## src/rtl/accum_alu_pkg.sv

```systemverilog
// accum_alu_pkg: shared types for the accumulator ALU.
//   op_e    : 3-bit opcode presented on alu_op
//   state_e : control FSM states (IDLE accepts ops, DIV runs the iterative divider)
package accum_alu_pkg;

  localparam int unsigned OP_W = 3;

  typedef enum logic [OP_W-1:0] {
    OP_LOAD = 3'd0,
    OP_INC  = 3'd1,
    OP_CLR  = 3'd2,
    OP_ADD  = 3'd3,
    OP_SUB  = 3'd4,
    OP_MUL  = 3'd5,
    OP_DIV  = 3'd6,
    OP_MOD  = 3'd7
  } op_e;

  typedef enum logic {
    IDLE = 1'b0,
    DIV  = 1'b1
  } state_e;

endpackage

```

## src/rtl/accum_alu_if.sv

```systemverilog
// accum_alu_if: op handshake and result/status bundle between the control unit and the ALU.
//   op_valid/op_ready : op handshake (control unit -> ALU / ALU -> control unit)
//   alu_op, bus_out   : opcode and WIDTH-bit operand, sampled at the accept edge
//   d_out             : accumulator value
//   done/busy         : completion pulse / DIV-MOD iteration in progress
//   zero/carry/dz     : status flags of the accumulator and last completed op
interface accum_alu_if
  import accum_alu_pkg::*;
#(
  parameter int unsigned WIDTH = 8
);

  logic             op_valid;
  logic             op_ready;
  op_e              alu_op;
  logic [WIDTH-1:0] bus_out;
  logic [WIDTH-1:0] d_out;
  logic             done;
  logic             busy;
  logic             zero;
  logic             carry;
  logic             dz;

  // Control unit side.
  modport master (
    output op_valid, alu_op, bus_out,
    input  op_ready, d_out, done, busy, zero, carry, dz
  );

  // ALU side.
  modport slave (
    input  op_valid, alu_op, bus_out,
    output op_ready, d_out, done, busy, zero, carry, dz
  );

endinterface

```

## src/rtl/accum_divider.sv

```systemverilog
// accum_divider: restoring shift-subtract unsigned divider, one quotient bit per clock.
//   clk, rst     : clock, synchronous active-high reset (clears o_valid and iteration state)
//   i_start      : begin a division; operands sampled on this edge
//   i_dividend   : WIDTH-bit dividend
//   i_divisor    : WIDTH-bit divisor (caller guarantees non-zero)
//   o_quotient   : quotient, valid while o_valid is high
//   o_remainder  : remainder, valid while o_valid is high
//   o_valid      : one-cycle pulse, high when sampled at the WIDTH-th edge after start
module accum_divider #(
  parameter int unsigned WIDTH = 8
) (
  input  logic             clk,
  input  logic             rst,
  input  logic             i_start,
  input  logic [WIDTH-1:0] i_dividend,
  input  logic [WIDTH-1:0] i_divisor,
  output logic [WIDTH-1:0] o_quotient,
  output logic [WIDTH-1:0] o_remainder,
  output logic             o_valid
);

  localparam int unsigned CNT_W = $clog2(WIDTH + 1);

  logic [WIDTH-1:0] r_rem;
  logic [WIDTH-1:0] r_quo;
  logic [WIDTH-1:0] r_dvs;
  logic [CNT_W-1:0] r_cnt;
  logic             r_valid;

  logic [WIDTH-1:0] w_rem_in;
  logic [WIDTH-1:0] w_quo_in;
  logic [WIDTH-1:0] w_dvs;
  logic [WIDTH:0]   w_trial;
  logic             w_fits;
  logic [WIDTH-1:0] w_rem_nxt;
  logic [WIDTH-1:0] w_quo_nxt;

  // The start edge already performs the first iteration, so the last one
  // lands on edge WIDTH-1 and the result is stable for the WIDTH-th edge.
  always_comb begin
    w_rem_in  = i_start ? '0 : r_rem;
    w_quo_in  = i_start ? i_dividend : r_quo;
    w_dvs     = i_start ? i_divisor : r_dvs;
    w_trial   = {w_rem_in, w_quo_in[WIDTH-1]};
    w_fits    = w_trial >= {1'b0, w_dvs};
    w_rem_nxt = w_fits ? WIDTH'(w_trial - {1'b0, w_dvs}) : WIDTH'(w_trial);
    w_quo_nxt = {w_quo_in[WIDTH-2:0], w_fits};
  end

  always_ff @(posedge clk) begin
    if (rst) begin
      r_rem   <= '0;
      r_quo   <= '0;
      r_dvs   <= '0;
      r_cnt   <= '0;
      r_valid <= 1'b0;
    end else begin
      r_valid <= 1'b0;
      if (i_start || (r_cnt != '0)) begin
        r_rem <= w_rem_nxt;
        r_quo <= w_quo_nxt;
        r_dvs <= w_dvs;
      end
      if (i_start) begin
        r_cnt <= CNT_W'(WIDTH - 1);
      end else if (r_cnt != '0) begin
        r_cnt   <= r_cnt - CNT_W'(1);
        r_valid <= (r_cnt == CNT_W'(1));
      end
    end
  end

  assign o_quotient  = r_quo;
  assign o_remainder = r_rem;
  assign o_valid     = r_valid;

endmodule

```

## src/rtl/accum_alu.sv

```systemverilog
// accum_alu: WIDTH-bit accumulator ALU with valid/ready op handshake, status flags,
// divide-by-zero detection and iterative DIV/MOD.
//   clk, rst : clock, synchronous active-high reset
//   bus      : accum_alu_if.slave (op_valid/op_ready, alu_op, bus_out, d_out,
//              done, busy, zero, carry, dz)
// Build option: define ACCUM_ALU_SAT_EN to saturate INC/ADD/MUL overflow to all ones
// and SUB borrow to zero; otherwise results wrap/truncate modulo 2^WIDTH.
module accum_alu
  import accum_alu_pkg::*;
#(
  parameter int unsigned     WIDTH   = 8,
  parameter logic [WIDTH-1:0] RST_VAL = '0
) (
  input logic        clk,
  input logic        rst,
  accum_alu_if.slave bus
);

  state_e           r_state;
  state_e           w_state_nxt;
  logic [WIDTH-1:0] r_d;
  logic             r_zero;
  logic             r_carry;
  logic             r_dz;
  logic             r_done;
  logic             r_is_mod;

  logic             w_accept;
  logic             w_is_divmod;
  logic             w_b_zero;
  logic             w_div_start;
  logic [WIDTH:0]   w_sum;
  logic [WIDTH:0]   w_diff;
  logic [2*WIDTH-1:0] w_prod;
  logic             w_mul_ovf;
  logic [WIDTH-1:0] w_add_res;
  logic [WIDTH-1:0] w_sub_res;
  logic [WIDTH-1:0] w_mul_res;
  logic [WIDTH-1:0] w_quo;
  logic [WIDTH-1:0] w_rem;
  logic             w_div_valid;

  logic             w_acc_we;
  logic [WIDTH-1:0] w_acc_nxt;
  logic             w_carry_nxt;
  logic             w_dz_nxt;
  logic             w_done_nxt;

  assign w_accept    = bus.op_valid && (r_state == IDLE);
  assign w_is_divmod = (bus.alu_op == OP_DIV) || (bus.alu_op == OP_MOD);
  assign w_b_zero    = (bus.bus_out == '0);
  assign w_div_start = w_accept && w_is_divmod && !w_b_zero;

  // Shared adder serves INC (operand 1) and ADD (operand bus_out).
  assign w_sum     = {1'b0, r_d} + ((bus.alu_op == OP_INC) ? (WIDTH+1)'(1) : {1'b0, bus.bus_out});
  assign w_diff    = {1'b0, r_d} - {1'b0, bus.bus_out};
  assign w_prod    = {{WIDTH{1'b0}}, r_d} * {{WIDTH{1'b0}}, bus.bus_out};
  assign w_mul_ovf = |w_prod[2*WIDTH-1:WIDTH];

`ifdef ACCUM_ALU_SAT_EN
  assign w_add_res = w_sum[WIDTH]  ? '1 : w_sum[WIDTH-1:0];
  assign w_sub_res = w_diff[WIDTH] ? '0 : w_diff[WIDTH-1:0];
  assign w_mul_res = w_mul_ovf     ? '1 : w_prod[WIDTH-1:0];
`else
  assign w_add_res = w_sum[WIDTH-1:0];
  assign w_sub_res = w_diff[WIDTH-1:0];
  assign w_mul_res = w_prod[WIDTH-1:0];
`endif

  accum_divider #(.WIDTH(WIDTH)) u_div (
    .clk         (clk),
    .rst         (rst),
    .i_start     (w_div_start),
    .i_dividend  (r_d),
    .i_divisor   (bus.bus_out),
    .o_quotient  (w_quo),
    .o_remainder (w_rem),
    .o_valid     (w_div_valid)
  );

  // Next state and next accumulator/flag values.
  always_comb begin
    w_state_nxt = r_state;
    w_acc_we    = 1'b0;
    w_acc_nxt   = r_d;
    w_carry_nxt = r_carry;
    w_dz_nxt    = r_dz;
    w_done_nxt  = 1'b0;
    unique case (r_state)
      IDLE: begin
        if (w_accept) begin
          w_done_nxt  = 1'b1;
          w_carry_nxt = 1'b0;
          w_dz_nxt    = 1'b0;
          unique case (bus.alu_op)
            OP_LOAD: begin w_acc_we = 1'b1; w_acc_nxt = bus.bus_out; end
            OP_CLR:  begin w_acc_we = 1'b1; w_acc_nxt = RST_VAL; end
            OP_INC, OP_ADD: begin
              w_acc_we = 1'b1; w_acc_nxt = w_add_res; w_carry_nxt = w_sum[WIDTH];
            end
            OP_SUB: begin
              w_acc_we = 1'b1; w_acc_nxt = w_sub_res; w_carry_nxt = w_diff[WIDTH];
            end
            OP_MUL: begin
              w_acc_we = 1'b1; w_acc_nxt = w_mul_res; w_carry_nxt = w_mul_ovf;
            end
            OP_DIV, OP_MOD: begin
              // Divide by zero completes at once with the accumulator untouched.
              if (w_b_zero) begin
                w_dz_nxt = 1'b1;
              end else begin
                w_done_nxt  = 1'b0;
                w_carry_nxt = r_carry;
                w_dz_nxt    = r_dz;
                w_state_nxt = DIV;
              end
            end
            default: ;
          endcase
        end
      end
      DIV: begin
        if (w_div_valid) begin
          w_state_nxt = IDLE;
          w_acc_we    = 1'b1;
          w_acc_nxt   = r_is_mod ? w_rem : w_quo;
          w_carry_nxt = 1'b0;
          w_dz_nxt    = 1'b0;
          w_done_nxt  = 1'b1;
        end
      end
      default: w_state_nxt = IDLE;
    endcase
  end

  // State register.
  always_ff @(posedge clk) begin
    if (rst) r_state <= IDLE;
    else     r_state <= w_state_nxt;
  end

  // Accumulator and status registers.
  always_ff @(posedge clk) begin
    if (rst) begin
      r_d      <= RST_VAL;
      r_zero   <= (RST_VAL == '0);
      r_carry  <= 1'b0;
      r_dz     <= 1'b0;
      r_done   <= 1'b0;
      r_is_mod <= 1'b0;
    end else begin
      r_carry <= w_carry_nxt;
      r_dz    <= w_dz_nxt;
      r_done  <= w_done_nxt;
      if (w_acc_we) begin
        r_d    <= w_acc_nxt;
        r_zero <= (w_acc_nxt == '0);
      end
      if (w_div_start) r_is_mod <= (bus.alu_op == OP_MOD);
    end
  end

  assign bus.op_ready = (r_state == IDLE);
  assign bus.busy     = (r_state == DIV);
  assign bus.d_out    = r_d;
  assign bus.zero     = r_zero;
  assign bus.carry    = r_carry;
  assign bus.dz       = r_dz;
  assign bus.done     = r_done;

endmodule

```

## src/flat_wrapper.sv

```systemverilog
// flat-port wrapper written by rule: the top's interface ports become plain ports
module accum_alu_flat import accum_alu_pkg::*;
#(
  parameter int unsigned     WIDTH   = 8,
  parameter logic [WIDTH-1:0] RST_VAL = '0
)
  (clk, rst, bus_op_valid, bus_alu_op, bus_bus_out, bus_op_ready, bus_d_out, bus_done, bus_busy, bus_zero, bus_carry, bus_dz);
  accum_alu_if #(.WIDTH(WIDTH)) bus_i ();
  input logic clk;
  input logic rst;
  input wire logic [$bits(bus_i.op_valid)-1:0] bus_op_valid;
  input wire logic [$bits(bus_i.alu_op)-1:0] bus_alu_op;
  input wire logic [$bits(bus_i.bus_out)-1:0] bus_bus_out;
  output wire logic [$bits(bus_i.op_ready)-1:0] bus_op_ready;
  output wire logic [$bits(bus_i.d_out)-1:0] bus_d_out;
  output wire logic [$bits(bus_i.done)-1:0] bus_done;
  output wire logic [$bits(bus_i.busy)-1:0] bus_busy;
  output wire logic [$bits(bus_i.zero)-1:0] bus_zero;
  output wire logic [$bits(bus_i.carry)-1:0] bus_carry;
  output wire logic [$bits(bus_i.dz)-1:0] bus_dz;
  assign bus_i.op_valid = bus_op_valid;
  assign bus_i.alu_op = bus_alu_op;
  assign bus_i.bus_out = bus_bus_out;
  assign bus_op_ready = bus_i.op_ready;
  assign bus_d_out = bus_i.d_out;
  assign bus_done = bus_i.done;
  assign bus_busy = bus_i.busy;
  assign bus_zero = bus_i.zero;
  assign bus_carry = bus_i.carry;
  assign bus_dz = bus_i.dz;
  accum_alu #(.WIDTH(WIDTH), .RST_VAL(RST_VAL)) u_core (.clk(clk), .rst(rst), .bus(bus_i));
endmodule
```

## config.mk

```make
export PLATFORM = sky130hd
export DESIGN_NAME = accum_alu_flat
export DESIGN_NICKNAME = d
export VERILOG_FILES = /design/src/rtl/accum_alu_pkg.sv /design/src/rtl/accum_alu_if.sv /design/src/rtl/accum_divider.sv /design/src/rtl/accum_alu.sv /design/src/flat_wrapper.sv
export SDC_FILE = /design/constraint.sdc
export NUM_CORES = 1
export LEC_CHECK = 0
export CORE_ASPECT_RATIO = 0.7
export CORE_MARGIN = 10
export CORE_UTILIZATION = 40
export DETAILED_ROUTE_END_ITERATION = 16
export PLACE_DENSITY_LB_ADDON = 0.15
export SETUP_SLACK_MARGIN = 0.4
export SYNTH_ARGS = -nofsm -noshare
export SYNTH_HDL_FRONTEND = slang
export SYNTH_SLANG_ARGS = --single-unit
```

## constraint.sdc

```tcl
create_clock -name clk -period 6.44 [get_ports clk]
set_input_delay 0.966 -clock clk [delete_from_list [all_inputs] [get_ports clk]]
set_output_delay 0.966 -clock clk [all_outputs]
set_load 0.01 [all_outputs]
```

Word level (Yosys, flattened, before mapping)
Index checks and enable logic that the tools add are counted.
{"block": "classes", "n_addsub": 4, "n_mul": 1, "n_lt_le_gt_ge": 1, "n_eq_ne": 11, "mux": 34, "bitwise_logic": 2, "n_reduce_logical": 18}
{"op": "$mux W8", "count": 8}
{"op": "$pmux W8 S5", "count": 1}
{"op": "$logic_not A8 Y1", "count": 2}
{"op": "$mul A8 B8 Y16", "count": 1}
{"op": "$mux W1", "count": 16}
{"op": "$pmux W8 S2", "count": 1}
{"op": "$eq A3 B3 Y1 const B", "count": 4}
{"op": "$pmux W1 S2", "count": 5}
{"op": "$add A8 B9 Y9", "count": 1}
{"op": "$ge A9 B8 Y1", "count": 1}
{"op": "$sub A8 B8 Y9", "count": 1}
{"op": "$reduce_or A8 Y1", "count": 1}
{"op": "$sub A8 B8 Y8", "count": 1}
{"op": "$eq A3 B2 Y1 const B", "count": 2}
{"op": "$mux W3", "count": 2}
{"op": "$reduce_or A2 Y1", "count": 3}
{"op": "$reduce_or A6 Y1", "count": 1}
{"op": "$eq A4 B1 Y1 const B", "count": 1}
{"op": "$pmux W1 S4", "count": 1}
{"op": "$reduce_bool A4 Y1", "count": 1}
{"op": "$sub A4 B1 Y4 const B", "count": 1}
{"op": "$eq A3 B1 Y1 const B", "count": 1}
{"op": "$logic_and A1 B1 Y1", "count": 3}
{"op": "$logic_not A3 Y1", "count": 1}
{"op": "other kinds (9)", "count": 11}
{"block": "word_totals", "register_bits": 43, "output_inout_bits": 14, "elab_cells": 84}

Depth between registers and ports, before layout
Gate-level depths: netlist of run 1.
{"block": "depth", "word_depth": 7, "ltp_mapped": 18, "mapped_depth_nobuf": 17}

Cells and area by module
A second synthesis of run 1 with hierarchy kept.
{"block": "hier_totals", "hier_cells": 692, "area_unflattened_um2": 5574.1}
{"mod": "accum_alu", "instances": 1, "cells_per_inst": 497, "area_per_inst_um2": 3940.0, "seq_area_each_um2": 280.3}
{"mod": "accum_divider", "instances": 1, "cells_per_inst": 195, "area_per_inst_um2": 1634.1, "seq_area_each_um2": 580.6}

Worst setup path after synthesis of run 1
OpenSTA, ideal clock, no wires.
{"block": "synth_path", "path_kind": "input to register", "start": "input port bus_bus_out[7]", "end": "register u_core.r_carry (netlist: u_core.bus.carry)", "setup_time_ns": 0.126, "t_arrival_ns": 4.850, "t_required_ns": 6.314, "path_slack_ns": 1.464, "path_stages": 17, "path_cell_list": "clkbuf_1 -> nand2_1 -> fa_1 -> inv_1 -> fa_1 -> inv_1 -> fa_1 -> inv_1 -> ha_1 -> ha_1 -> a21o_1 -> a21oi_1 -> o221ai_1 -> a221oi_1 -> nand4_1 -> a311oi_1 -> a21oi_1"}
{"block": "synth_via", "elab_chain_len": 5, "word_cells_on_any_way": 11, "cone_classes": "2 x add/sub; 1 x mul; 1 x eq/ne; 4 x mux; 3 x reduce/logical"}
{"element": "start, declared", "line_no": "flat_wrapper.sv:13", "text": "input wire logic [$bits(bus_i.bus_out)-1:0] bus_bus_out;"}
{"element": "$mul A8 B8 Y16 or $mux W8 (tied branches)", "line_no": "accum_alu.sv:57, accum_alu.sv:55"}
{"element": "$reduce_or A8 Y1 or $add A8 B9 Y9 (tied branches)", "line_no": "accum_alu.sv:58, accum_alu.sv:55"}
{"element": "$pmux W1 S4", "line_no": "accum_alu.sv:95", "text": "unique case (bus.alu_op)"}
{"element": "$mux W1", "line_no": "accum_alu.sv:91", "text": "if (w_accept) begin"}
{"element": "$pmux W1 S2", "line_no": "accum_alu.sv:89", "text": "unique case (r_state)"}
{"element": "end signal, assigned", "line_no": "accum_alu.sv:152", "text": "r_carry <= w_carry_nxt;"}
{"element": "end, declared", "line_no": "accum_alu.sv:23", "text": "logic r_carry;"}
Several ways; a longest one is shown, not always the timed one. The select of a mux whose other input is x is not followed.
A chain may end at the register's enable or synchronous reset.

Worst setup path after layout of run 1
{"block": "layout_path", "start": "input port bus_bus_out[4]", "end": "register u_core.r_carry (netlist: u_core.bus.carry)"}
Same word-level chain as after synthesis.

==> results.py, run 1 <==
metrics = {
    "synthesis": {
        "yosysUniqueCellTypes": 61,
        "yosysSeqAreaShare": 0.155,
        "synth-main-ff-cell": "dfxtp_1",
        "synthSimpleGateAreaFrac": 0.226,
        "synthDominantCellAreaShare": 0.158,
        "yosysTopAreaCell": "ha_1",
        "synth_compound_area_frac": 0.178,
        "synthesis.area_um2": 5540,
        "muxShareOfSynthArea": 0.0255,
        "synth-adder-area-share": 0.299,
        "synth_edf_count": 0,
        "netlist_instances": 707,
        "async_flop_share": 0,
        "synth.area.top_cells": "ha_1 (16%), dfxtp_1 (16%), fa_1 (14%)",
        "netlist_top_cells_count": "inv_1 (79), nand2_1 (76), nor2_1 (72)",
        "synth-xor-area-share": 0.0300,
        "yosysMostFrequentCell": "inv_1",
        "synth_top_family_by_area": "adder cells",
        "ys_ff_latch": 43,
        "syn_area_per_cell_um2": 7.84,
        "ys_warn_count": 0,
        "syn-num-nets": 830,
    },
    "floorplan": {
        "fp-row-count": 35,
        "die-area_um2": 19000,
        "ios": 28,
        "die_height_um": 118,
        "coreArea_um2": 13400,
        "start_util": 0.415,
        "fp.dieW_um": 161,
    },
    "clock_network": {
        "clk_pin_slew_ns": 0.07,
        "cts_sinks": 43,
        "post_cts_buffers": 0,
        "h-tree-depth": 2,
        "hold_buffers": 0,
        "clk_latency_ns": 0.29,
        "clock_path_buffers": 2,
        "postCtsResizedCells": 0,
        "root_buffer": "clkbuf_16",
        "cts_tree": "done",
        "numCtsBuffers": 5,
    },
    "timing": {
        "relSlewSlack": 0.440,
        "skew_ns": 0.00313,
        "setup_viol": 0,
        "hold_violations": 0,
        "fin_crit_sh": 0.863,
        "worstMarginPinSlew_ns": 0.834,
        "period_needed_ns": 5.56,
        "max_freq_ghz": 0.180,
        "setup_tns_ns": 0,
        "report.final.slew_viol_count": 0,
        "rsz0062_at_grt": "false",
    },
    "min_path": {
        "hold_end": "u_core.u_div.r_dvs[7]$_SDFFE_PP0P_",
        "hold_depth": 2,
        "hp-class": "reg2reg",
        "hp-start": "u_core.u_div.r_dvs[7]$_SDFFE_PP0P_",
    },
    "status": {
        "outcome": "finished, final reports clean",
    },
    "setup_path": {
        "cp_common_cell": "fa_1",
        "crit_chain": "clkdlybuf4s50_1 > ha_1 > inv_1 > fa_1 > fa_1 > fa_1 > fa_1 > inv_1 > ha_1 > nand3_1 > a2bb2oi_1 > nor2b_1 > xor2_1 > nand4_1 > a311oi_1 > a21oi_1",
        "cp.required_ns": 6.62,
        "rrSetupSlack_ns": 1.56,
        "worstSetupEndpointType": "flip-flop",
        "cpPeakStageDelay_ns": 0.82,
        "critPathKind": "in2reg",
        "critical_path.top_delay_family": "adder cells",
        "reg2reg_depth": 14,
        "cp-start-kind": "input pin",
        "reg2reg_to": "u_core.bus.carry$_SDFFE_PP0P_",
        "critPathBufInv": 3,
        "crit_slowest_cell": "clkdlybuf4s50_1",
        "r2r_start": "u_core.bus.d_out[1]$_SDFFE_PP0P_",
        "cp.arrival_ns": 5.73,
        "path_max_fanout": 11,
    },
    "pwr": {
        "ir_drop_uv": 143,
        "p_leak_uw": 0.00270,
        "p_per_area_nw_per_um2": 243,
    },
    "global_routing": {
        "grt_pass1_vias": 4740,
        "grt-busiest-layer": "met1",
        "grt_pass1_wl_mm": 26.1,
        "grt_usage": 0.166,
        "grt_max_degree": 46,
        "antenna_found_initial": 0,
        "grtUsageMet2": 0.224,
        "use_met3": 0.0354,
        "grt.met1_usage": 0.263,
        "grt-ovfl-total": 0,
    },
    "placed_design": {
        "dp_hpwl_mm": 12.4,
        "placed_area_um2": 5890,
        "place.gp.congestion": 0.900,
        "port_buffers": 27,
        "dpl.cell_count": 884,
    },
    "drt": {
        "vias_per_cell": 5.60,
        "vias": 4994,
        "drt_iter0_drc": 402,
        "drc": 0,
        "firstDrtPassIters": 5,
        "wire_per_inst_um": 17.8,
        "wl_mm": 15.9,
        "ant_nets": 0,
    },
    "finish": {
        "regArea_um2": 861,
        "multi_input_area_um2": 4200,
        "drive_gt1_frac": 0.0368,
        "n_fill_cell": 1362,
        "syn_to_final_growth_pct": 9.06,
        "fin_cells": 892,
        "postLayoutCellArea_um2": 6040,
        "insertedDiodeCount": 0,
        "fin_util": 0.452,
        "finish.net_count": 829,
    },
    "job": {
        "cap_violations": 0,
    },
}
-- through the flow --
step | setup slack (ns) | power, µW | hold WS, ns
detailed placement | 0.553 | 1200 | 0.478
global placement | 0.685 | 1180 | 0.476
global route | 0.660 | 1600 | 0.526
CTS | 0.847 | 1460 | 0.493
finish | 0.885 | 1470 | 0.490
floorplan | 1.46 | 1010 | 0.451
-- tightest hold or removal path, delay by kind of cell, from the launching register on --
kind / cells / cell delay, ns
DFF: 1 / 0.31
AOI/OAI and AO/OA: 1 / 0.07
and+or+nand+nor: 1 / 0.08
-- registers in the layout (all words and copies together), names as in the netlist --
name,count
u_core.u_div.o_valid,1
u_core.bus.busy,1
u_core.u_div.o_remainder,8
u_core.bus.carry,1
u_core.bus.zero,1
u_core.bus.d_out,8
u_core.u_div.r_cnt,4
u_core.u_div.o_quotient,8
u_core.bus.done,1
u_core.bus.dz,1
u_core.r_is_mod,1
u_core.u_div.r_dvs,8
-- worst max-delay path by stage --
stage | start | end | slack (ns) | cells past startpoint
2_1_floorplan | bus_bus_out[7] | u_core.bus.carry$_SDFFE_PP0P_ | 1.46 | 17
3_3_place_gp | bus_bus_out[4] | u_core.bus.carry$_SDFFE_PP0P_ | 0.69 | 16
3_5_place_dp | bus_bus_out[4] | u_core.bus.carry$_SDFFE_PP0P_ | 0.55 | 16
4_1_cts | bus_bus_out[4] | u_core.bus.carry$_SDFFE_PP0P_ | 0.85 | 16
5_1_grt | bus_bus_out[4] | u_core.bus.carry$_SDFFE_PP0P_ | 0.66 | 16
6_report | bus_bus_out[4] | u_core.bus.carry$_SDFFE_PP0P_ | 0.88 | 16
-- cells by family after synthesis --
| kind of cell | after synthesis |
|---|---|
| and+or+nand+nor | 255 |
| AOI/OAI and AO/OA | 149 |
| buffers and inverters | 118 |
| adders and majority gates | 109 |
| DFF | 43 |
| xor gates and xnor gates | 19 |
| muxes | 14 |
-- report_power, final --
| part | switching [µW] | total [µW] | internal (µW) |
|---|---|---|---|
| registers | 70.6 | 387 | 317 |
| clock network | 117 | 263 | 145 |
| logic | 480 | 818 | 338 |
| total | 668 | 1470 | 800 |
-- routing by layer --
metal,vias up,share of wire
li1,2390,-
met1,2407,0.53
met2,189,0.39
met3,8,0.073
met4,0,0.0064
met5,-,0
-- cell usage in the layout, fill, tap and decap left out, drive strengths merged, types with 7 or more instances in the layout --
cell,count
a21o,8
mux2i,13
o21ai,28
nor3,11
inv,80
xnor2,12
nand3,10
dfxtp,43
ha,70
and2,34
xor2,7
fa,39
a21oi,49
nor2,72
nor2b,12
nand2b,10
nand2,77
a311oi,13
clkdlybuf4s50,27
a211oi,11
-- cell type report --
| type | instances | area share |
|---|---|---|
| tap | 185 | 0.0383 |
| multi-input combinational | 546 | 0.696 |
| timing repair buffer | 31 | 0.0497 |
| clock inverter | 3 | 0.00393 |
| clock buffer | 5 | 0.0207 |
| inverter | 79 | 0.0491 |
| sequential | 43 | 0.142 |
Note: power is estimated with default switching activity, not from simulation.
==> inputs of run 2 (changes only) <==
--- a/config.mk
+++ b/config.mk
@@ -5,12 +5,14 @@
 export SDC_FILE = /design/constraint.sdc
 export NUM_CORES = 1
 export LEC_CHECK = 0
+export CAP_MARGIN = 5
 export CORE_ASPECT_RATIO = 0.7
 export CORE_MARGIN = 10
 export CORE_UTILIZATION = 40
 export DETAILED_ROUTE_END_ITERATION = 16
 export PLACE_DENSITY_LB_ADDON = 0.15
 export SETUP_SLACK_MARGIN = 0.4
+export SLEW_MARGIN = 40
 export SYNTH_ARGS = -nofsm -noshare
 export SYNTH_HDL_FRONTEND = slang
 export SYNTH_SLANG_ARGS = --single-unit
==> run 2 against run 1 <==
Non-clock buffer count unchanged. Final area about the same. Clock power about the same. Largest cell class unchanged. Largest power group unchanged. Highest routed layer unchanged.
==> results.py, run 2 (synthesized netlist as in run 1, its figures left out) <==
metrics = {
    "drt": {
        "wire_per_inst_um": 17.8,
        "vias_per_cell": 5.59,
        "wl_mm": 15.9,
        "vias": 4988,
        "drc": 0,
        "firstDrtPassIters": 4,
        "drt_iter0_drc": 404,
        "ant_nets": 0,
    },
    "floorplan": {
        "die_height_um": 118,
        "fp-row-count": 35,
        "ios": 28,
        "start_util": 0.415,
        "fp.dieW_um": 161,
        "coreArea_um2": 13400,
        "die-area_um2": 19000,
    },
    "clock_network": {
        "hold_buffers": 0,
        "postCtsResizedCells": 0,
        "root_buffer": "clkbuf_16",
        "post_cts_buffers": 0,
        "clk_latency_ns": 0.29,
        "cts_tree": "done",
        "clock_path_buffers": 2,
        "h-tree-depth": 2,
        "cts_sinks": 43,
        "clk_pin_slew_ns": 0.07,
        "numCtsBuffers": 5,
    },
    "setup_path": {
        "critPathBufInv": 3,
        "critical_path.top_delay_family": "adder cells",
        "path_max_fanout": 11,
        "crit_slowest_cell": "clkdlybuf4s50_1",
        "cp_common_cell": "fa_1",
        "reg2reg_depth": 14,
        "worstSetupEndpointType": "flip-flop",
        "cp-start-kind": "input pin",
        "cpPeakStageDelay_ns": 0.82,
        "critPathKind": "in2reg",
        "critical_path_cell_count": 16,
        "cp.arrival_ns": 5.73,
        "crit_chain": "clkdlybuf4s50_1 > ha_1 > inv_1 > fa_1 > fa_1 > fa_1 > fa_1 > inv_1 > ha_1 > nand3_1 > a2bb2oi_1 > nor2b_1 > xor2_1 > nand4_1 > a311oi_1 > a21oi_1",
        "cp.required_ns": 6.62,
    },
    "timing": {
        "rsz0062_at_grt": "false",
        "skew_ns": 0.00342,
        "report.final.slew_viol_count": 0,
        "max_freq_ghz": 0.180,
        "period_needed_ns": 5.56,
        "setup_viol": 0,
        "setup_tns_ns": 0,
        "hold_violations": 0,
        "relSlewSlack": 0.439,
        "fin_crit_sh": 0.863,
        "whs_ns": 0.490,
        "worstMarginPinSlew_ns": 0.839,
    },
    "pwr": {
        "ir_drop_uv": 143,
        "p_leak_uw": 0.00270,
        "p_per_area_nw_per_um2": 243,
        "p_clk_frac": 0.179,
        "seq_power_share": 0.264,
        "p_sw_frac": 0.455,
        "internal-power_uw": 800,
        "switchingPower_uw": 668,
        "pwr-share-comb": 0.557,
    },
    "global_routing": {
        "grt-ovfl-total": 0,
        "grt_max_degree": 46,
        "antenna_found_initial": 0,
        "grt_usage": 0.166,
        "grt_pass1_vias": 4740,
        "grt_pass1_wl_mm": 26.1,
    },
    "finish": {
        "regArea_um2": 861,
        "insertedDiodeCount": 0,
        "final_cell_mix": "inv_1 (79), nand2_1 (76), nor2_1 (72), ha_1 (70), a21oi_1 (46)",
        "syn_to_final_growth_pct": 9.15,
        "drive_gt1_frac": 0.0382,
        "finish.net_count": 829,
        "multi_input_area_um2": 4210,
        "n_fill_cell": 1362,
        "final_common_cell": "inv_1",
    },
    "job": {
        "cap_violations": 0,
    },
    "placed_design": {
        "port_buffers": 27,
        "dp_hpwl_mm": 12.4,
        "place.gp.congestion": 0.900,
    },
    "min_path": {
        "hold_depth": 2,
        "hp-class": "reg2reg",
    },
    "status": {
        "outcome": "finished, final reports clean",
    },
}
## run 2: power groups by stage
stage	combinational, µW	sequential (µW)	clock (µW)
final	818	388	263
after global placement	792	392	0
after floorplan	653	356	0
after detailed placement	807	391	0
after CTS	813	385	267
after global routing	923	393	281
## run 2: final timing paths
kind | slack, ns | startpoint | endpoint
worst max-delay path | 0.88 | bus_bus_out[4] | u_core.bus.carry$_SDFFE_PP0P_
worst min-delay path | 0.49 | u_core.u_div.r_dvs[7]$_SDFFE_PP0P_ | u_core.u_div.r_dvs[7]$_SDFFE_PP0P_
worst max register to register | 1.57 | u_core.bus.d_out[1]$_SDFFE_PP0P_ | u_core.bus.carry$_SDFFE_PP0P_
worst min register to register | 0.49 | u_core.u_div.r_dvs[7]$_SDFFE_PP0P_ | u_core.u_div.r_dvs[7]$_SDFFE_PP0P_
## run 2: worst register-to-register path: stages (launching register included)
cell       delay [ns]
dfxtp_1          0.86
nand2_1          0.17
fa_1             0.53
fa_1             0.52
fa_1             0.52
fa_1             0.54
inv_1            0.04
ha_1             0.34
a21o_1           0.20
a2bb2oi_1        0.23
nor2b_1          0.20
xor2_1           0.17
nand4_1          0.10
a311oi_1         0.26
a21oi_1          0.09
## run 2: area by class of cell
| class | instances | share of cell area |
|---|---|---|
| well taps | 185 | 0.0383 |
| multi-input cells | 546 | 0.696 |
| flip-flops and latches | 43 | 0.142 |
| clock buffers | 5 | 0.0207 |
| clock inverters | 3 | 0.00393 |
| repair buffers | 31 | 0.0497 |
| inverters | 79 | 0.0490 |
## run 2: per-layer routing
layer / share of wire / vias up / global-route usage / wire length [µm]
li1: - / 2395 / - / -
met1: 0.52 / 2417 / 0.263 / 8280
met2: 0.40 / 168 / 0.224 / 6330
met3: 0.076 / 8 / 0.0354 / 1210
met4: 0.0064 / 0 / 0.0229 / 102
met5: 0 / - / 0 / 0
## run 2: metrics by stage
step                utilization  setup slack [ns]  total power, µW  cell area [µm²]  std cells
floorplan                     -              1.46             1010             5540        707
detailed placement        0.441             0.553             1200             5890        884
global route              0.453             0.660             1600             6050        892
finish                    0.453             0.883             1470             6050        892
CTS                       0.452             0.847             1460             6040        892
global placement          0.441             0.685             1180             5890        884
==> inputs of run 3 (changes only) <==
--- a/config.mk
+++ b/config.mk
@@ -12,6 +12,7 @@
 export DETAILED_ROUTE_END_ITERATION = 16
 export PLACE_DENSITY_LB_ADDON = 0.15
 export SETUP_SLACK_MARGIN = 0.4
+export SKIP_CTS_REPAIR_TIMING = 1
 export SLEW_MARGIN = 40
 export SYNTH_ARGS = -nofsm -noshare
 export SYNTH_HDL_FRONTEND = slang
==> results of run 3 <==
Final layout, timing and power as in run 2 (identical DEF).
